**src/rtl/rca_sweep_pkg.sv**
```systemverilog
//============================================================================
// Module      : rca_sweep_pkg
// Description : Shared types and constants for the ripple-carry adder sweep
//               controller: FSM state encoding and error-counter sizing.
// Revision    : 1.0 - initial release
//============================================================================
`default_nettype none

package rca_sweep_pkg;

    // Sweep controller states, explicitly 2 bits wide.
    typedef enum logic [1:0] {
        ST_IDLE  = 2'd0,
        ST_DRIVE = 2'd1,
        ST_CHECK = 2'd2,
        ST_DONE  = 2'd3
    } state_e;

    localparam int             ERR_W   = 16;
    localparam logic [ERR_W-1:0] ERR_MAX = 16'hFFFF;

endpackage : rca_sweep_pkg

`default_nettype wire

```
**src/rtl/rca_sweep_gen.sv**
```systemverilog
//============================================================================
// Module      : rca_sweep_gen
// Description : Exhaustive operand vector counter {cin, a, b}. b is the
//               fastest-moving field, a the next, cin (when enabled) the
//               outermost. Flags the final vector (all ones).
// Revision    : 1.0 - initial release
//
// Configuration macro:
//   RCA_SWEEP_CIN_EN  defined   -> counter carries an extra cin bit (MSB)
//                     undefined -> no cin bit; cin_o tied to 0
//
// Ports:
//   clk     in   clock, rising edge
//   rst_n   in   synchronous active-low reset
//   clr_i   in   clear counter to vector 0 (priority over inc_i)
//   inc_i   in   advance to next vector
//   a_o     out  operand A field   [WIDTH-1:0]
//   b_o     out  operand B field   [WIDTH-1:0]
//   cin_o   out  carry-in field
//   last_o  out  current vector is the last of the sweep
//============================================================================
`default_nettype none

module rca_sweep_gen #(
    parameter int WIDTH = 8
) (
    input  logic             clk,
    input  logic             rst_n,
    input  logic             clr_i,
    input  logic             inc_i,
    output logic [WIDTH-1:0] a_o,
    output logic [WIDTH-1:0] b_o,
    output logic             cin_o,
    output logic             last_o
);

`ifdef RCA_SWEEP_CIN_EN
    localparam int CNT_W = 2*WIDTH + 1;
`else
    localparam int CNT_W = 2*WIDTH;
`endif

    logic [CNT_W-1:0] cnt_q;
    logic [CNT_W-1:0] cnt_d;

    always_comb begin
        cnt_d = cnt_q;
        if (clr_i) begin
            cnt_d = '0;
        end else if (inc_i) begin
            cnt_d = cnt_q + CNT_W'(1);
        end
    end

    always_ff @(posedge clk) begin
        if (!rst_n) begin
            cnt_q <= '0;
        end else begin
            cnt_q <= cnt_d;
        end
    end

    assign b_o    = cnt_q[WIDTH-1:0];
    assign a_o    = cnt_q[2*WIDTH-1:WIDTH];
    // Last vector is a = b = all ones at the final cin value: the whole
    // counter is all ones regardless of whether the cin bit exists.
    assign last_o = &cnt_q;

`ifdef RCA_SWEEP_CIN_EN
    assign cin_o  = cnt_q[2*WIDTH];
`else
    assign cin_o  = 1'b0;
`endif

endmodule : rca_sweep_gen

`default_nettype wire

```
**src/rtl/rca_sweep_ctrl.sv**
```systemverilog
//============================================================================
// Module      : rca_sweep_ctrl
// Description : Exhaustive self-test sweep for an external WIDTH-bit
//               ripple-carry adder. Each vector is driven for one settle
//               cycle (DRIVE) and checked the following cycle (CHECK).
//               Mismatches are counted (saturating) and the first failing
//               vector is captured.
// Revision    : 1.0 - initial release
//
// Configuration macro:
//   RCA_SWEEP_CIN_EN  defined -> carry-in swept 0 then 1 (outermost index)
//
// Ports:
//   clk       in   clock, rising edge
//   rst_n     in   synchronous active-low reset
//   start     in   begin a sweep (sampled in IDLE/DONE only)
//   a_o/b_o   out  operands to the adder           [WIDTH-1:0]
//   cin_o     out  carry-in to the adder
//   sum_i     in   adder sum                       [WIDTH-1:0]
//   cout_i    in   adder carry-out
//   busy      out  sweep in progress (DRIVE/CHECK)
//   done      out  sweep finished (level)
//   pass      out  done with zero mismatches
//   err_cnt   out  saturating mismatch count      [15:0]
//   fail_a/b  out  operands of first mismatch      [WIDTH-1:0]
//   fail_cin  out  carry-in of first mismatch
//============================================================================
`default_nettype none

module rca_sweep_ctrl
    import rca_sweep_pkg::*;
#(
    parameter int WIDTH = 8
) (
    input  logic             clk,
    input  logic             rst_n,
    input  logic             start,
    output logic [WIDTH-1:0] a_o,
    output logic [WIDTH-1:0] b_o,
    output logic             cin_o,
    input  logic [WIDTH-1:0] sum_i,
    input  logic             cout_i,
    output logic             busy,
    output logic             done,
    output logic             pass,
    output logic [ERR_W-1:0] err_cnt,
    output logic [WIDTH-1:0] fail_a,
    output logic [WIDTH-1:0] fail_b,
    output logic             fail_cin
);

    state_e state_q;
    state_e state_d;

    logic vec_clr;
    logic vec_inc;
    logic vec_last;
    logic chk_en;

    logic [WIDTH:0] exp_sum;
    logic           mismatch;

    logic [ERR_W-1:0] err_cnt_q,  err_cnt_d;
    logic [WIDTH-1:0] fail_a_q,   fail_a_d;
    logic [WIDTH-1:0] fail_b_q,   fail_b_d;
    logic             fail_cin_q, fail_cin_d;

    rca_sweep_gen #(
        .WIDTH (WIDTH)
    ) u_gen (
        .clk    (clk),
        .rst_n  (rst_n),
        .clr_i  (vec_clr),
        .inc_i  (vec_inc),
        .a_o    (a_o),
        .b_o    (b_o),
        .cin_o  (cin_o),
        .last_o (vec_last)
    );

    //------------------------------------------------------------------------
    // FSM
    //------------------------------------------------------------------------
    always_ff @(posedge clk) begin
        if (!rst_n) begin
            state_q <= ST_IDLE;
        end else begin
            state_q <= state_d;
        end
    end

    always_comb begin
        state_d = state_q;
        vec_clr = 1'b0;
        vec_inc = 1'b0;
        chk_en  = 1'b0;
        case (state_q)
            ST_IDLE, ST_DONE: begin
                if (start) begin
                    state_d = ST_DRIVE;
                    vec_clr = 1'b1;
                end
            end
            ST_DRIVE: begin
                // Operands were registered on the previous edge; this cycle
                // gives the ripple chain time to settle before sampling.
                state_d = ST_CHECK;
            end
            ST_CHECK: begin
                chk_en = 1'b1;
                if (vec_last) begin
                    state_d = ST_DONE;
                end else begin
                    state_d = ST_DRIVE;
                    vec_inc = 1'b1;
                end
            end
            default: begin
                state_d = ST_IDLE;
            end
        endcase
    end

    //------------------------------------------------------------------------
    // Checker and first-failure capture
    //------------------------------------------------------------------------
    assign exp_sum  = {1'b0, a_o} + {1'b0, b_o} + {{WIDTH{1'b0}}, cin_o};
    assign mismatch = chk_en && ({cout_i, sum_i} != exp_sum);

    always_comb begin
        err_cnt_d  = err_cnt_q;
        fail_a_d   = fail_a_q;
        fail_b_d   = fail_b_q;
        fail_cin_d = fail_cin_q;
        if (vec_clr) begin
            err_cnt_d  = '0;
            fail_a_d   = '0;
            fail_b_d   = '0;
            fail_cin_d = 1'b0;
        end else if (mismatch) begin
            if (err_cnt_q != ERR_MAX) begin
                err_cnt_d = err_cnt_q + ERR_W'(1);
            end
            // Only the first failing vector is kept.
            if (err_cnt_q == '0) begin
                fail_a_d   = a_o;
                fail_b_d   = b_o;
                fail_cin_d = cin_o;
            end
        end
    end

    always_ff @(posedge clk) begin
        if (!rst_n) begin
            err_cnt_q  <= '0;
            fail_a_q   <= '0;
            fail_b_q   <= '0;
            fail_cin_q <= 1'b0;
        end else begin
            err_cnt_q  <= err_cnt_d;
            fail_a_q   <= fail_a_d;
            fail_b_q   <= fail_b_d;
            fail_cin_q <= fail_cin_d;
        end
    end

    //------------------------------------------------------------------------
    // Outputs
    //------------------------------------------------------------------------
    assign busy     = (state_q == ST_DRIVE) || (state_q == ST_CHECK);
    assign done     = (state_q == ST_DONE);
    assign pass     = (state_q == ST_DONE) && (err_cnt_q == '0);
    assign err_cnt  = err_cnt_q;
    assign fail_a   = fail_a_q;
    assign fail_b   = fail_b_q;
    assign fail_cin = fail_cin_q;

endmodule : rca_sweep_ctrl

`default_nettype wire

```
**config.mk**
```make
export PLATFORM = sky130hd
export DESIGN_NAME = rca_sweep_ctrl
export DESIGN_NICKNAME = d
export VERILOG_FILES = /design/src/rtl/rca_sweep_pkg.sv /design/src/rtl/rca_sweep_gen.sv /design/src/rtl/rca_sweep_ctrl.sv
export SDC_FILE = /design/constraint.sdc
export NUM_CORES = 1
export LEC_CHECK = 0
export CORE_MARGIN = 8
export CORE_UTILIZATION = 54
export DETAILED_ROUTE_END_ITERATION = 12
export PLACE_DENSITY_LB_ADDON = 0.2
export SETUP_SLACK_MARGIN = 0.4
export SYNTH_ARGS = -nofsm -noshare
export SYNTH_HDL_FRONTEND = slang
export SYNTH_SLANG_ARGS = --single-unit
```
**constraint.sdc**
```tcl
create_clock -name clk -period 5.8 [get_ports clk]
set_clock_uncertainty 0.2 [all_clocks]
set_input_delay 1.45 -clock clk [delete_from_list [all_inputs] [get_ports clk]]
set_output_delay 1.45 -clock clk [all_outputs]
set_load 0.02 [all_outputs]
```
Word-level counts from Yosys, hierarchy flattened
Index checks and enable logic that the tools add are counted.
{ "op_classes": {"mul": 0, "div": 0, "n_addsub": 3, "n_eq_ne": 6, "reduce_logical": 10, "shift": 0, "order_cmp": 0, "n_mux": 8, "bitwise": 1} }
{ "ops": {"columns": ["operator", "count"], "rows": [
  ["16-bit by 1-bit adder with 16-bit output (second input constant)", 2],
  ["16-bit zero test", 1],
  ["16-bit inequality test (second input constant)", 1],
  ["16-bit AND reduction", 1],
  ["8-bit by 8-bit adder with 9-bit output", 1],
  ["9-bit inequality test", 1],
  ["2-bit one-hot mux with 3 select lines", 1],
  ["1-bit two-way mux", 5],
  ["2-bit equality test (second input constant)", 2],
  ["2-bit two-way mux", 2],
  ["2-bit AND reduction", 2],
  ["2-bit OR reduction", 2],
  ["2-bit by 1-bit equality test with 1-bit output (second input constant)", 1],
  ["1-bit logical AND", 2],
  ["2-bit zero test", 1],
  ["2-bit inequality test (second input constant)", 1],
  ["1-bit logical OR", 1],
  ["1-bit NOT", 1]
]} }
{ "totals": {"memories": 0, "out_inout_bits": 53, "mem_bits_rw": 0, "in_bits": 12, "mem_bits_ro": 0, "latch_bits": 0, "elab_cells": 33, "reg_bits": 50} }

Longest topological paths before layout
Gate-level depths: netlist of run 1.
{ "depth": {"ltp_word": 4, "ltp_mapped": 11, "mapped_depth_nobuf": 9} }

Cells and area by module
A second synthesis of run 1 with hierarchy kept.
{ "unflattened": {"hier_cells": 335, "hier_area_um2": 2949.1} }
{ "by_module_without_submodules": {"columns": ["mod", "area_per_inst_um2", "cells_each", "n_inst", "seq_area_each_um2"], "rows": [
  ["rca_sweep_ctrl", 2169.6, 245, 1, 700.7],
  ["rca_sweep_gen", 779.5, 90, 1, 320.3]
]} }

Worst setup path before layout of run 1
No wires, ideal clock.
{ "synth_timing": {"kind": "input to register", "from": "input port sum_i[6]", "to": "register fail_a_q[0], in the netlist fail_a[0]", "slack_ns": 2.454, "stages": 9, "required_time_ns": 5.480, "arrival_ns": 3.026, "setup_ns": 0.120, "n_path_buf": 2, "cell_sequence": "xnor2_1 -> mux2_1 -> a31oi_1 -> and4_1 -> and4b_4 -> nor3b_2 -> buf_6 -> buf_6 -> mux2i_1"} }
{ "synth_between": {"elab_chain_cells": 3} }
{ "synth_rtl": {"columns": ["item", "line", "text"], "rows": [
  ["start, declared", "rca_sweep_ctrl.sv:41", "input logic [WIDTH-1:0] sum_i,"],
  ["9-bit inequality test", "rca_sweep_ctrl.sv:128", "assign mismatch = chk_en && ({cout_i, sum_i} != exp_sum);"],
  ["1-bit logical AND", "rca_sweep_ctrl.sv:128", null],
  ["2-bit AND reduction (no line)", null, null],
  ["end signal, assigned", "rca_sweep_ctrl.sv:161", "fail_a_q <= fail_a_d;"],
  ["end, declared", "rca_sweep_ctrl.sv:64", "logic [WIDTH-1:0] fail_a_q, fail_a_d;"]
]} }
Every way passes these cells.
A chain may end at the register's enable or synchronous reset.

Worst setup path in the final report of run 1
{ "layout_timing": {"from": "input port sum_i[6]", "to": "register fail_b_q[6], in the netlist fail_b[6]"} }
{ "layout_between": {"elab_chain_cells": 3} }
{ "layout_rtl": {"columns": ["item", "line", "text"], "rows": [
  ["9-bit inequality test", "rca_sweep_ctrl.sv:128", null],
  ["1-bit logical AND", "rca_sweep_ctrl.sv:128", null],
  ["2-bit AND reduction (no line)", null, null],
  ["end signal, assigned", "rca_sweep_ctrl.sv:162", "fail_b_q <= fail_b_d;"],
  ["end, declared", "rca_sweep_ctrl.sv:65", "logic [WIDTH-1:0] fail_b_q, fail_b_d;"]
]} }
Every way passes these cells.

==> run_results.csv, run 1 <==
group,metric,value,unit
global_route,grt_pass1_wl,12000,um
cts,hold_buffers,0,
power_and_ir_drop,ir_drop,0.000144,V
placed_design,place_congestion,0.887,
logic_synthesis,synth_edf_count,0,
critical_path,crit_path_top_delay_cell,"nor3b_4",
logic_synthesis,synth.area.top_cells,"dfxtp_1, nand2_1, mux2i_1, ha_1, xnor2_1",
cts,h-tree-depth,2,
floorplanning,rows,26,
critical_path,arrival,4040,ps
detailed_routing,drc_errors,0,
final_layout,syn_to_final_growth,26.9,%
timing,maxSlewHeadroom,34.9,%
power_and_ir_drop,power,858,uW
timing,tightest_slew,975,ps
final_layout,antenna_cells,0,
power_and_ir_drop,p_leak,0.00125,uW
detailed_routing,vias_per_cell,5.77,
critical_path,cp-start-kind,"input port",
timing,fmax,250,MHz
cts,clk_pin_slew_worst_paths,100,ps
global_route,grt_max_degree,30,
cts,clock_latency,310,ps
floorplanning,start_util,55.6,%
detailed_routing,drt_iter0_markers,162,
timing,setup_tns,0,ps
cts,cts_buffers,5,
final_layout,utilization,70.5,%
cts,post_cts_resize_count,0,
logic_synthesis,netlist_area,2840,sq um
detailed_routing,drtPass1Iterations,4,
final_layout,fill_cells,431,
global_route,grt_use_total,19.4,%
floorplanning,die_area,7830,sq um
critical_path,worst-path-buf-inv,1,
critical_path,max_stage_delay,830,ps
logic_synthesis,async_flop_share,0,%
timing,finalCriticalPeriod,4000,ps
logic_synthesis,synth_ff_type,"dfxtp_1",
cts,ctsRootBufferMaster,"clkbuf_8",
floorplanning,core,5110,sq um
global_route,gr-total-overflow,0,
worst_hold_path,hold_class,"flop to flop",
logic_synthesis,yosys.area.top_type,"dfxtp_1",
run,maxCapViolCount,0,
placed_design,pre_cts_ws,1470,ps
detailed_routing,avgRoutedWirePerCell,15.8,um
critical_path,critPathMaxFanout,23,
logic_synthesis,yosysWarnings,0,
timing,maxSlewViolCount,0,
cts,clockBufferDepth,2,
timing,post-route-period-util,69.0,%
logic_synthesis,synth_top_area_share,35.3,%
logic_synthesis,synthCells,339,
critical_path,worst_setup_path_end_kind,"flop",
final_layout,final_area,3600,sq um
placed_design,dpl_cell_area,3480,sq um
global_route,grt_antenna_before_repair,0,
critical_path,worstPathRequired,5840,ps
logic_synthesis,synth_area_per_cell,8.37,sq um
power_and_ir_drop,pwr_density_cell,238,nW/um^2
final_layout,nNetsFinal,422,
global_route,grt_pass1_vias,2612,
detailed_routing,wirelength,7350,um
detailed_routing,num_vias,2687,
logic_synthesis,synthDistinctLibCells,47,
placed_design,hpwl,5450,um
detailed_routing,antenna_left,0,
critical_path,path_cells,"clkdlybuf4s50_1 > xnor2_1 > mux2_1 > a31oi_1 > and4_1 > and4b_4 > nor3b_4 > mux2i_1",
final_layout,multiInputGateArea,1730,sq um
logic_synthesis,ys_ff_latch,50,
logic_synthesis,ys_seq_area_share,35.3,%
placed_design,port_buffers,62,
cts,cts_tree,"yes",
floorplanning,fp.dieH,88.5,um
status,status,"finished, final reports clean",
floorplanning,die_width,88.5,um
cts,post_cts_buffers,0,
timing,setup_violations,0,
final_layout,regArea,1000,sq um
timing,rsz0062_at_grt,"no",
timing,final-hold-violation-count,0,
critical_path,path_class,"input port to flop",
critical_path,crit_family,"simple AND/OR/NAND/NOR gates",
floorplanning,io-pin-count,65,
timing,worst_slack,1800,ps
cts,cts_sinks,50,
final_layout,drive_above_1_share,4.04,%
[metal layers]
layer | GRT usage, % | wire [um] | vias up
met2 | 33.5 | 3630 | 86
met3 | 4.92 | 493 | 20
met5 | 0 | 0 | -
li1 | - | - | 1314
met4 | 8.45 | 163 | 0
met1 | 21.9 | 3070 | 1267
[cell usage after synthesis, types with 2 or more instances]
cell,count
nand2b_1,2
o21ai_1,3
nor3_1,4
inv_1,8
and4_1,6
o31ai_1,3
buf_6,3
a311oi_1,3
nor2b_1,2
buf_4,2
clkbuf_1,10
ha_1,14
nand2_1,54
dfxtp_1,50
or3_1,9
a211oi_2,2
nand4_1,6
xnor2_1,18
a31oi_1,4
o211ai_1,2
and3_1,5
and2_1,4
xor2_1,8
nor2_1,29
nand3_1,16
or4_1,4
a21oi_1,16
nor4_1,3
mux2i_1,19
o21ai_0,13
[through the flow]
stage / hold WS, ps / cells
after CTS: 267 / 466
after global routing: 284 / 466
final: 264 / 466
after global placement: 243 / 458
after detailed placement: 248 / 458
after floorplan: 326 / 340
[path summary, 6_finish.rpt]
path,slack (ps),depth (start not counted),to,from
max,1800,8,fail_b[6],sum_i[6]
min,260,2,fail_b[7],fail_b[7]
max reg2reg,2160,9,fail_b[6],u_gen.cnt_q[8]
min reg2reg,260,2,fail_b[7],fail_b[7]
[flip-flops by register name, summed over array words and instances, names as in the netlist]
signal,cells
u_gen.cnt_q,16
state_q,2
fail_a,8
err_cnt,16
fail_b,8
[final cells by class]
class                           instances  share of cell area (%)
Timing Repair Buffer                   64                    17.6
Tap cell                               70                    2.43
Clock buffer                            6                    2.29
Clock inverter                          2                    1.08
Multi-Input combinational cell        266                    47.9
Inverter                                8                   0.834
Sequential cell                        50                    27.8
[layout by cell type, fill, tap and decap left out, types with 2 or more instances in the layout]
| cell type | instances |
|---|---|
| a211oi_2 | 2 |
| nor3_1 | 4 |
| nor2b_1 | 2 |
| buf_4 | 2 |
| clkdlybuf4s50_1 | 62 |
| ha_1 | 14 |
| a31oi_1 | 4 |
| dfxtp_1 | 50 |
| o21ai_0 | 13 |
| mux2i_1 | 19 |
| clkbuf_8 | 6 |
| or3_1 | 9 |
| a311oi_1 | 3 |
| nand4_1 | 6 |
| nor2_1 | 29 |
| a21oi_1 | 16 |
| xnor2_1 | 18 |
| and2_1 | 4 |
| and4_1 | 6 |
| xor2_1 | 8 |
| o211ai_1 | 2 |
| nand2_1 | 54 |
| o21ai_1 | 3 |
| nand2b_1 | 2 |
| or4_1 | 4 |
| nor4_1 | 3 |
| and3_1 | 5 |
| conb_1 | 2 |
| o31ai_1 | 3 |
| nand3_1 | 16 |
| inv_1 | 8 |
[report_power, final]
| group | leakage (uW) | internal (uW) | switching, uW |
|---|---|---|---|
| sequential | 0.000403 | 353 | 11.3 |
| combinational | 0.000787 | 91.1 | 140 |
| clock | 0.0000618 | 142 | 121 |
| total | 0.00125 | 586 | 272 |
[kinds of logic (layout without fill, tap and decap cells)]
| logic type | Yosys count | after routing | share of synthesized area (%) |
|---|---|---|---|
| other | 1 | 2 | 0.132 |
| XOR/XNOR | 26 | 26 | 8.02 |
| buffers and inverters | 24 | 80 | 4.27 |
| multiplexers | 20 | 20 | 7.10 |
| AND/OR/NAND/NOR | 150 | 150 | 26.4 |
| adder cells (fa/ha/maj) | 15 | 15 | 6.88 |
| AO/OA/AOI/OAI | 53 | 53 | 11.9 |
| flip-flops | 50 | 50 | 35.3 |
[worst min-delay path, cell delays in order (launching register included)]
cell and delay (ps):
dfxtp_1 320, nand2_1 50, mux2i_1 50
Note: power is estimated with default switching activity, not from simulation.
==> run 2, diff against run 1 <==
CORE_UTILIZATION = 50   (was 54)
clock period = 4.15 ns   (was 5.8 ns; I/O delays follow)
==> run 2 against run 1 <==
Net effect:
- cell area grew 0.66%
- via count shrank 1.9%
- register-to-register slack lost 1100 ps
- global-route usage shrank 2.6 points
- routed wire length shrank 3.5%
- clock-buffer cell count is the same
- highest routed layer unchanged
==> run_results.csv, run 2 (synthesis results as in run 1) <==
group,metric,value,unit
status,status,"finished, final reports clean",
cts,h-tree-depth,2,
power_and_ir_drop,ir_drop,0.000260,V
detailed_routing,drtPass1Iterations,4,
global_route,grt_max_degree,40,
cts,clk_pin_slew_worst_paths,100,ps
timing,setup_tns,0,ps
cts,ctsRootBufferMaster,"clkbuf_8",
critical_path,arrival,2180,ps
cts,cts_buffers,5,
critical_path,path_class,"flop to output port",
final_layout,antenna_cells,0,
detailed_routing,vias_per_cell,5.59,
final_layout,multiInputGateArea,1730,sq um
detailed_routing,antenna_left,0,
power_and_ir_drop,p_sw_share,33.4,%
power_and_ir_drop,power,1150,uW
critical_path,max_stage_delay,610,ps
final_layout,fill_cells,479,
detailed_routing,drc_errors,0,
critical_path,crit_start,"err_cnt[0]",
timing,rsz0062_at_grt,"no",
floorplanning,fp.dieH,91.4,um
power_and_ir_drop,combPwrFrac,28.7,%
timing,setup_violations,0,
power_and_ir_drop,p_leak,0.00127,uW
critical_path,worst_setup_path_end_kind,"output port",
timing,post-route-period-util,82.5,%
critical_path,crit_path_top_delay_cell,"clkdlybuf4s50_1",
cts,clockBufferDepth,2,
floorplanning,die_area,8340,sq um
critical_path,path_cells,"inv_1 > ha_1 > nor4b_1 > nand4_1 > nor2_1 > clkdlybuf4s50_1",
critical_path,reg2reg_from,"u_gen.cnt_q[0]",
cts,cts_sinks,50,
final_layout,final_common_cell,"clkdlybuf4s50_1",
placed_design,port_buffers,62,
timing,finalCriticalPeriod,3420,ps
critical_path,critPathMaxFanout,6,
worst_hold_path,min_from,"fail_a[5]",
timing,maxSlewViolCount,0,
placed_design,pre_cts_ws,274,ps
placed_design,place_congestion,0.889,
floorplanning,rows,27,
global_route,gr-total-overflow,0,
final_layout,nNetsFinal,426,
global_route,grt_antenna_before_repair,0,
placed_design,hpwl,5330,um
power_and_ir_drop,p_seq_share,44.3,%
timing,maxSlewHeadroom,54.8,%
floorplanning,core,5510,sq um
final_layout,syn_to_final_growth,27.7,%
detailed_routing,avgRoutedWirePerCell,15.0,um
floorplanning,start_util,51.6,%
global_route,grt_pass1_wl,11800,um
cts,cts_tree,"yes",
timing,fmax,292,MHz
timing,final-hold-violation-count,0,
final_layout,regArea,1000,sq um
timing,worst_slack,728,ps
power_and_ir_drop,clockPowerShare,27.0,%
detailed_routing,wirelength,7090,um
floorplanning,die_width,91.4,um
run,maxCapViolCount,0,
power_and_ir_drop,pwr_density_cell,318,nW/um^2
final_layout,mostFrequentLayoutCells,"clkdlybuf4s50_1, nand2_1, dfxtp_1, nor2_1, mux2i_1",
worst_hold_path,hold_class,"flop to flop",
floorplanning,io-pin-count,65,
cts,clock_latency,310,ps
power_and_ir_drop,intPower,769,uW
critical_path,cp-start-kind,"flop",
timing,tightest_slew,672,ps
power_and_ir_drop,netSwitchingPower,385,uW
final_layout,drive_above_1_share,5.00,%
detailed_routing,num_vias,2637,
detailed_routing,drt_iter0_markers,146,
global_route,grt_use_total,16.8,%
critical_path,worstPathRequired,2910,ps
global_route,grt_pass1_vias,2568,
-- run 2: path summary, 6_finish.rpt --
kind	end	slack [ps]	cells past startpoint
setup / recovery	pass	730	6
hold / removal	fail_a[5]	260	2
setup reg to reg	err_cnt[4]	1060	9
hold reg to reg	fail_a[5]	260	2
-- run 2: what timing repair did --
action / in CTS / in global routing
hold buffers: 0 / 0
setup buffers: 0 / 1
gates resized for setup: 0 / 0
setup endpoints to repair: 0 / 11
-- run 2: power groups by stage --
stage	registers (uW)	logic (uW)	clock network (uW)
2_1_floorplan	524	235	0
3_3_place_gp	521	315	0
3_5_place_dp	522	320	0
4_1_cts	511	321	315
5_1_grt	514	362	340
6_report	511	332	311
-- run 2: layer usage --
layer / GRT usage [%] / share of wire, % / up-vias
met1: 19.8 / 46 / 1235
met4: 5.32 / 1.4 / 0
met2: 28.5 / 47 / 76
met3: 4.94 / 6.4 / 9
li1: - / - / 1317
met5: 0 / 0 / -
-- run 2: area by class of cell --
type | count | share of cell area (%)
multi-input combinational | 266 | 47.6
inverter | 8 | 0.828
clock buffer | 6 | 2.28
sequential | 50 | 27.6
tap | 72 | 2.48
clock inverter | 2 | 0.483
timing repair buffer | 68 | 18.7
-- run 2: worst max-delay path: cells and delay by family, from the launching register on --
kind | cells | cell delay (ps)
flip-flops | 1 | 380
AND/OR/NAND/NOR | 3 | 650
adder cells (fa/ha/maj) | 1 | 140
buffers and inverters | 2 | 710
-- run 2: through the flow --
step | instances | utilization, % | hold WS [ps] | area [sq um]
final | 472 | 65.8 | 263 | 3630
after global routing | 472 | 65.8 | 283 | 3630
after CTS | 471 | 65.5 | 268 | 3610
after detailed placement | 463 | 63.7 | 246 | 3510
after global placement | 463 | 63.7 | 244 | 3510
after floorplan | 340 | - | 326 | 2840
